`src/rtl/pattern_count_engine.sv`:
```
`default_nettype none
// ============================================================================
// Module   : pattern_count_engine
// Brief    : Scans a contiguous range of data memory through a one-cycle
//            latency read port and counts PW-bit pattern matches inside each
//            DW-bit word (per word or per window position).
// Option   : PATCNT_CROSS_BYTE_EN - also count windows that straddle two
//            consecutive words of the same run.
// Revision : 1.0 - initial release
// ============================================================================
module pattern_count_engine #(
  parameter int DW = 8,
  parameter int PW = 4,
  parameter int AW = 8,
  parameter int CW = 8
) (
  input  logic          clk,
  input  logic          rst_n,
  input  logic          i_start,
  input  logic [AW-1:0] i_base_addr,
  input  logic [AW-1:0] i_length,
  input  logic [PW-1:0] i_pattern,
  input  logic          i_mode,
  output logic          o_mem_rd,
  output logic [AW-1:0] o_mem_addr,
  input  logic [DW-1:0] i_mem_rdata,
  output logic          o_busy,
  output logic          o_done,
  output logic [CW-1:0] o_count
);

  // Sum width: wide enough that count plus one word's increment never overflows.
  localparam int            SW    = CW + DW + 1;
  localparam logic [CW-1:0] c_MAX = '1;

  typedef enum logic [1:0] {
    IDLE  = 2'd0,
    RUN   = 2'd1,
    DRAIN = 2'd2,
    DONE  = 2'd3
  } state_t;

  state_t        r_state;
  state_t        w_state_nxt;
  logic          w_accept;

  logic [PW-1:0] r_pattern;
  logic          r_mode;
  logic [AW-1:0] r_left;      // reads still to issue after the current one
  logic [AW-1:0] r_addr;
  logic          r_mem_rd;
  logic          r_vld;       // i_mem_rdata carries a word to evaluate
  logic          r_busy;
  logic          r_done;
  logic [CW-1:0] r_count;

  logic [SW-1:0] w_inc;
  logic          w_any;
  logic [SW-1:0] w_sum;
  logic [CW-1:0] w_count_nxt;

`ifdef PATCNT_CROSS_BYTE_EN
  logic [DW-1:0]   r_prev;
  logic            r_have_prev;
  logic [2*DW-1:0] w_cat;
`endif

  // A new search may be accepted when idle or on the edge that ends DONE.
  assign w_accept = i_start && ((r_state == IDLE) || (r_state == DONE));

  // State register.
  always_ff @(posedge clk or negedge rst_n) begin
    if (!rst_n) r_state <= IDLE;
    else        r_state <= w_state_nxt;
  end

  // Next-state logic.
  always_comb begin
    w_state_nxt = r_state;
    case (r_state)
      IDLE:    if (w_accept) w_state_nxt = (i_length == '0) ? DRAIN : RUN;
      RUN:     if (r_left == '0) w_state_nxt = DRAIN;
      DRAIN:   w_state_nxt = DONE;
      DONE:    if (w_accept) w_state_nxt = (i_length == '0) ? DRAIN : RUN;
               else          w_state_nxt = IDLE;
      default: w_state_nxt = IDLE;
    endcase
  end

  // Match count for the returned word and the saturated running total.
  always_comb begin
    w_inc = '0;
    w_any = 1'b0;
    for (int i = 0; i <= DW - PW; i++) begin
      if (i_mem_rdata[i +: PW] == r_pattern) begin
        w_inc = w_inc + SW'(1);
        w_any = 1'b1;
      end
    end
`ifdef PATCNT_CROSS_BYTE_EN
    w_cat = {i_mem_rdata, r_prev};
    if (r_have_prev) begin
      for (int j = 0; j < PW - 1; j++) begin
        if (w_cat[DW - PW + 1 + j +: PW] == r_pattern) begin
          w_inc = w_inc + SW'(1);
          w_any = 1'b1;
        end
      end
    end
`endif
    w_sum       = SW'(r_count) + (r_mode ? w_inc : SW'(w_any));
    w_count_nxt = (w_sum > SW'(c_MAX)) ? c_MAX : w_sum[CW-1:0];
  end

  // Datapath: parameter latch, read issue, evaluation and status flags.
  always_ff @(posedge clk or negedge rst_n) begin
    if (!rst_n) begin
      r_pattern   <= '0;
      r_mode      <= 1'b0;
      r_left      <= '0;
      r_addr      <= '0;
      r_mem_rd    <= 1'b0;
      r_vld       <= 1'b0;
      r_busy      <= 1'b0;
      r_done      <= 1'b0;
      r_count     <= '0;
`ifdef PATCNT_CROSS_BYTE_EN
      r_prev      <= '0;
      r_have_prev <= 1'b0;
`endif
    end else begin
      r_vld <= r_mem_rd;
      if (w_accept) begin
        r_pattern   <= i_pattern;
        r_mode      <= i_mode;
        r_count     <= '0;
        r_busy      <= 1'b1;
        r_done      <= 1'b0;
`ifdef PATCNT_CROSS_BYTE_EN
        r_prev      <= '0;
        r_have_prev <= 1'b0;
`endif
        if (i_length != '0) begin
          r_mem_rd <= 1'b1;
          r_addr   <= i_base_addr;
          r_left   <= i_length - AW'(1);
        end else begin
          r_mem_rd <= 1'b0;
        end
      end else begin
        case (r_state)
          RUN: begin
            if (r_left != '0) begin
              r_addr   <= r_addr + AW'(1);
              r_left   <= r_left - AW'(1);
              r_mem_rd <= 1'b1;
            end else begin
              r_mem_rd <= 1'b0;
            end
          end
          DRAIN: begin
            r_busy <= 1'b0;
            r_done <= 1'b1;
          end
          DONE:    r_done <= 1'b0;
          default: r_mem_rd <= 1'b0;
        endcase
        if (r_vld) begin
          r_count     <= w_count_nxt;
`ifdef PATCNT_CROSS_BYTE_EN
          r_prev      <= i_mem_rdata;
          r_have_prev <= 1'b1;
`endif
        end
      end
    end
  end

  assign o_mem_rd   = r_mem_rd;
  assign o_mem_addr = r_addr;
  assign o_busy     = r_busy;
  assign o_done     = r_done;
  assign o_count    = r_count;

endmodule
`default_nettype wire

```
`config.mk`:
```
export PLATFORM = sky130hd
export DESIGN_NAME = pattern_count_engine
export DESIGN_NICKNAME = d
export VERILOG_FILES = /design/src/rtl/pattern_count_engine.sv
export SDC_FILE = /design/constraint.sdc
export NUM_CORES = 1
export LEC_CHECK = 0
export BUFFER_PORTS_ARGS = -buffer_cell sky130_fd_sc_hd__buf_2
export CAP_MARGIN = 5
export CORE_ASPECT_RATIO = 0.8
export CORE_MARGIN = 2
export CORE_UTILIZATION = 40
export CTS_BUF_LIST = sky130_fd_sc_hd__clkbuf_16
export DETAILED_ROUTE_END_ITERATION = 6
export SETUP_SLACK_MARGIN = 0.05
export SYNTH_ARGS = -nofsm -noshare
export SYNTH_HDL_FRONTEND = slang
export SYNTH_SLANG_ARGS = --single-unit
export TNS_END_PERCENT = 1
```
`constraint.sdc`:
```
create_clock -name clk -period 7.1 [get_ports clk]
set_clock_uncertainty 0.2 [all_clocks]
set_input_delay 0.355 -clock clk [delete_from_list [all_inputs] [get_ports clk]]
set_output_delay 0.355 -clock clk [all_outputs]
set_load 0.02 [all_outputs]
```
# == Word level (Yosys, flattened, before mapping) ==
# Index checks and enable logic that the tools add are counted.
# op_classes
n_reduce_logical,15
eq_ne,12
n_mux,35
n_lt_le_gt_ge,1
add_sub_neg,8
# ops
op,n
8-bit two-way mux,11
17-bit two-way mux,5
17-bit by 1-bit adder with 17-bit output (second input constant),4
4-bit == test,5
8-bit by 17-bit adder with 17-bit output,1
17-bit by 8-bit > comparator with 1-bit output (second input constant),1
8-bit zero test,2
8-bit nonzero test,2
8-bit by 1-bit subtractor with 8-bit output (second input constant),2
1-bit two-way mux,12
8-bit by 1-bit adder with 8-bit output (second input constant),1
2-bit two-way mux,4
2-bit one-hot mux with 4 select lines,1
2-bit nonzero test,4
2-bit == test (second input constant),2
2-bit by 1-bit != test with 1-bit output (second input constant),2
2-bit != test (second input constant),2
1-bit one-hot mux with 2 select lines,2
3-bit AND reduction,1
3-bit nonzero test,1
2-bit by 1-bit == test with 1-bit output (second input constant),1
2-bit zero test,1
2-bit AND reduction,1
2-bit OR reduction,1
2 further kinds,2
# word_totals
out_inout_bits,19
register_bits,35
in_bits,32
wordCells,81

# == Logic depth before layout (Yosys ltp) ==
# logic_depth
ltp_word,16
mapped_depth,20
ltp_nobuf,19

# == Worst setup path before layout ==
# Ideal clock, no wire load.
# synth_timing
path_kind,in2reg
startpoint,in i_mem_rdata[3]
endpoint,"reg r_count[0], in the netlist o_count[0]"
arrival_time_ps,3601
path_slack_ps,3177
t_required_ps,6777
path_stages,17
path_buffers,2
setup_time_ps,123
cell_sequence,clkbuf_2 > xnor2_1 > nand4_1 > ha_1 > clkbuf_1 > xnor2_1 > mux2i_1 > inv_1 > ha_1 > o21ai_0 > a21oi_1 > fa_1 > a21oi_1 > o21bai_1 > a21oi_1 > o21ai_0 > o221a_2
# synth_between
elab_chain_len,16
word_cells_on_any_way,24
classes_between,5 x add/sub; 1 x order compare; 4 x eq/ne; 14 x mux
# synth_rtl
item,line_no,rtl
"start, declared",26,"input logic [DW-1:0] i_mem_rdata,"
4-bit == test,95,if (i_mem_rdata[i +: PW] == r_pattern) begin
1-bit two-way mux,95,
17-bit by 1-bit adder with 17-bit output,96,w_inc = w_inc + SW'(1);
17-bit two-way mux,95,
17-bit by 1-bit adder with 17-bit output,96,
17-bit two-way mux,95,
17-bit by 1-bit adder with 17-bit output,96,
17-bit two-way mux,95,
17-bit by 1-bit adder with 17-bit output,96,
17-bit two-way mux,95,
17-bit two-way mux *,111,w_sum = SW'(r_count) + (r_mode ? w_inc : SW'(w_any));
8-bit by 17-bit adder with 17-bit output *,111,
17-bit by 8-bit > comparator with 1-bit output,112,w_count_nxt = (w_sum > SW'(c_MAX)) ? c_MAX : w_sum[CW-1:0];
8-bit two-way mux *,112,
8-bit two-way mux *,168,if (r_vld) begin
8-bit two-way mux *,133,if (w_accept) begin
"end signal, assigned",169,r_count <= w_count_nxt;
"end, declared",55,logic [CW-1:0] r_count;
# Every way passes the cells marked *; elsewhere a longest branch is shown, timed or not. The select of a mux whose other input is x is not followed.
# A chain may end at the register's enable or synchronous reset.

# == Worst setup path in the final report ==
# layout_timing
startpoint,reg r_pattern[1]
endpoint,"reg r_count[3], in the netlist o_count[3]"
# layout_between
elab_chain_len,16
word_cells_on_any_way,25
classes_between,5 x add/sub; 1 x order compare; 5 x eq/ne; 14 x mux
# layout_rtl
item,line_no,rtl
"start, declared",47,logic [PW-1:0] r_pattern;
"start signal, assigned",134,r_pattern <= i_pattern;
4-bit == test,95,
1-bit two-way mux,95,
17-bit by 1-bit adder with 17-bit output,96,
17-bit two-way mux,95,
17-bit by 1-bit adder with 17-bit output,96,
17-bit two-way mux,95,
17-bit by 1-bit adder with 17-bit output,96,
17-bit two-way mux,95,
17-bit by 1-bit adder with 17-bit output,96,
17-bit two-way mux,95,
17-bit two-way mux *,111,
8-bit by 17-bit adder with 17-bit output *,111,
17-bit by 8-bit > comparator with 1-bit output,112,
8-bit two-way mux *,112,
8-bit two-way mux *,168,
8-bit two-way mux *,133,
# Marks and branches as above.

==> run metrics <==
status=finished with violations; failing checks=negative hold slack; design area=0.00304 sq mm; final clock period utilization by the worst path=between 50% and 60%; worst reg2reg endpoint=o_count[3]; #FFs+latches synth=35; FP Rows=26; routed via count=about 2,300; final WL=just under 6 mm; setup_tns=0 ns; Avg Vias per Cell=5.23; P_int=~0.80 mW; final hold vios=35; sw frac=around 45%; Top Metal Used=met4; Slew headroom=around a third; crit path capture type=register; part of the power in the clock network=16.6%; worst min path class=input pin to asynchronous set/reset pin; Syn Nets=about 350; FF-to-FF setup slack=approximately 2.9 ns; main flop type after synthesis=dfrtp_1; maximum VDD drop=around 0.19 mV; Reg2Reg Depth=15; Min Hold Slack=-0.0375 ns; crit-path max FO=6; Synth top cells by count=38 x nand2_1, 35 x dfrtp_1, 27 x nor2_1, 27 x xnor2_1, 26 x a21oi_1; Initial Util=~41%; initial antenna violation count=0; Final Max Slew Viols=0; Routed met1 length=2.97 mm; combinational fraction of design power=a little over half; root buffer cell=clkbuf_16; PostCTS Resize Cnt=0; Critical Path AT=around 4.2 ns; drt drc=0; Post-Place Worst Slack=between 2 and 3 ns; YS warnings=0; largest net degree at the start of global routing=36; Psw=approximately 0.66 mW; Layout Cells excl Fill=~430; final core utilization=48.0%; dominant cell type by area after synthesis=dfrtp_1; Clock Path Buffers=2; Least-Margin Pin Slew=1.03 ns; number of global-route vias before repair=2,117; Routability Congestion=0.808; Worst-Skew Late Latency=0.27 ns; width of the die=~94 um; Seq pwr share=about 29%; synth top area cells=dfrtp_1 34%, xnor2_1 9.1%, ha_1 8.2%, nand2_1 5.5%, a21oi_1 5.0%; Antenna Cells=0; CTS buffer count=5; share of layout cells above drive strength 1=21.0%; routed wl met2=~2.5 mm; synth unique cells=between 40 and 50; first-pass GRT wire length=a little under 10 mm; post-CTS setup buffer count=0; RSZ-0062 raised after global routing=no; Post-DP HPWL=about 4.4 mm; Pwr Density=roughly 480 mW/mm^2; grt ovf=0; sequential area share after synthesis=between 30 and 40%; boundary pin count=51; drt pass-1 iters=4; met3 wire len=229 um; Synth Cell Area=0.00260 sq mm; Post-DP Area=between 0.002 and 0.003 sq mm; Setup Viol. Count Final=0; PortBufs=50; Synth async-reset ratio=100%; WL/cell=between 10 and 15 um; Fmax achieved=about 240 MHz; core area=approximately 0.0063 sq mm; top-area cell type share of the netlist area=about a third; htree depth=2; Worst EP required=between 7 and 8 ns; post-route minimum period=4.20 ns; GRT Total Usage=~17%; CTS tree=yes; placed cell count=approximately 420; Detailed Route Iter0 Violations=around 120; Max Cap Viol=0; Die Footprint=0.00716 sq mm; Filler cells=626; Leak=~1.4 nW; startpoint class of the critical path=register; count leader, synth=nand2_1; reg2reg start=r_pattern[1]; DRT antenna net count=0; Worst-path clk slew=about 0.060 ns; average size of a mapped cell=8.54 sq um; CTS Sinks=35; worst setup path category=register to register; final net count=396; P&R area growth vs syn=17.2%; post-synthesis instance total=between 300 and 400; worst setup margin=2.90 ns; Vert. Die Dim=between 70 and 80 um; CTS Hold Buffers Added=0; number of synthesized flops with an enable pin=0
## cells in the final DEF (no fill, tap or decap), types with 7 or more instances in the layout
master / n
ha_1: 17
inv_1: 12
buf_2: 50
o21ai_0: 17
xnor2_1: 27
nand4_1: 7
nand2_1: 38
mux2i_1: 8
nand3_1: 7
nor2_1: 27
o22ai_1: 7
a21oi_1: 26
dfrtp_1: 35
nor3_1: 10
## how the worst max path moves through the flow
stage,from,endpoint,slack (ns),depth (start not counted)
after floorplan,i_mem_rdata[3],o_count[0],3.18,17
after global placement,i_mem_rdata[3],o_count[1],2.99,16
after detailed placement,r_pattern[1],o_count[4],2.92,15
after CTS,r_pattern[1],o_count[3],2.90,15
after global routing,r_pattern[1],o_count[2],2.52,15
final,r_pattern[1],o_count[3],2.90,15
## cells by family after synthesis
group	share of synthesized area [%]
XOR/XNOR	10.5
buffers and inverters	5.20
adder cells (fa/ha/maj)	8.96
flip-flops	33.7
AND/OR/NAND/NOR	19.8
other	0.144
AO/OA/AOI/OAI	18.2
multiplexers	3.52
## power by group through the flow
| stage | combinational (mW) | clock (mW) | sequential (mW) |
|---|---|---|---|
| 3_5_place_dp | 0.801 | 0 | 0.422 |
| 3_3_place_gp | 0.794 | 0 | 0.422 |
| 4_1_cts | 0.804 | 0.249 | 0.420 |
| 2_1_floorplan | 0.617 | 0 | 0.431 |
| 5_1_grt | 0.901 | 0.256 | 0.438 |
| 6_report | 0.800 | 0.243 | 0.419 |
## flip-flops by register name (all words and copies together) (netlist names)
signal	count
o_count	8
o_mem_addr	8
o_busy	1
o_done	1
r_left	8
r_mode	1
r_vld	1
o_mem_rd	1
r_state	2
r_pattern	4
## critical path, cell delays in order, from the launching register on
cell and delay [ns]:
dfrtp_1 0.48, xnor2_1 0.20, nand4_1 0.18, ha_1 0.44, xnor2_1 0.17, mux2i_1 0.21, inv_1 0.07, ha_1 0.28
o21ai_0 0.15, a21oi_1 0.09, fa_1 0.44, a21oi_1 0.14, o21bai_1 0.10, a21oi_1 0.33, o21ai_0 0.29, o221a_2 0.32
## metrics by stage
stage	total power, mW	hold WS, ns
2_1_floorplan	1.05	-0.141
3_3_place_gp	1.22	0.232
3_5_place_dp	1.22	0.221
4_1_cts	1.47	0.00248
5_1_grt	1.59	0.0331
6_report	1.46	-0.0375
## routing by layer
layer  track usage [%]  vias to the layer above
met3              3.26                        2
met1              24.6                     1053
li1                  -                     1149
met2              25.8                       50
met4              3.62                        0
met5                 0                        -
## area by class of cell
class	count	area [sq um]	area share, %
repair buffers	52	265	8.71
multi-input cells	240	1590	52.2
flip-flops and latches	35	876	28.8
clock inverters	3	38.8	1.27
inverters	12	45.0	1.48
clock buffers	5	125	4.11
well taps	84	105	3.45
No activity file was read; power rests on OpenSTA's default activity.
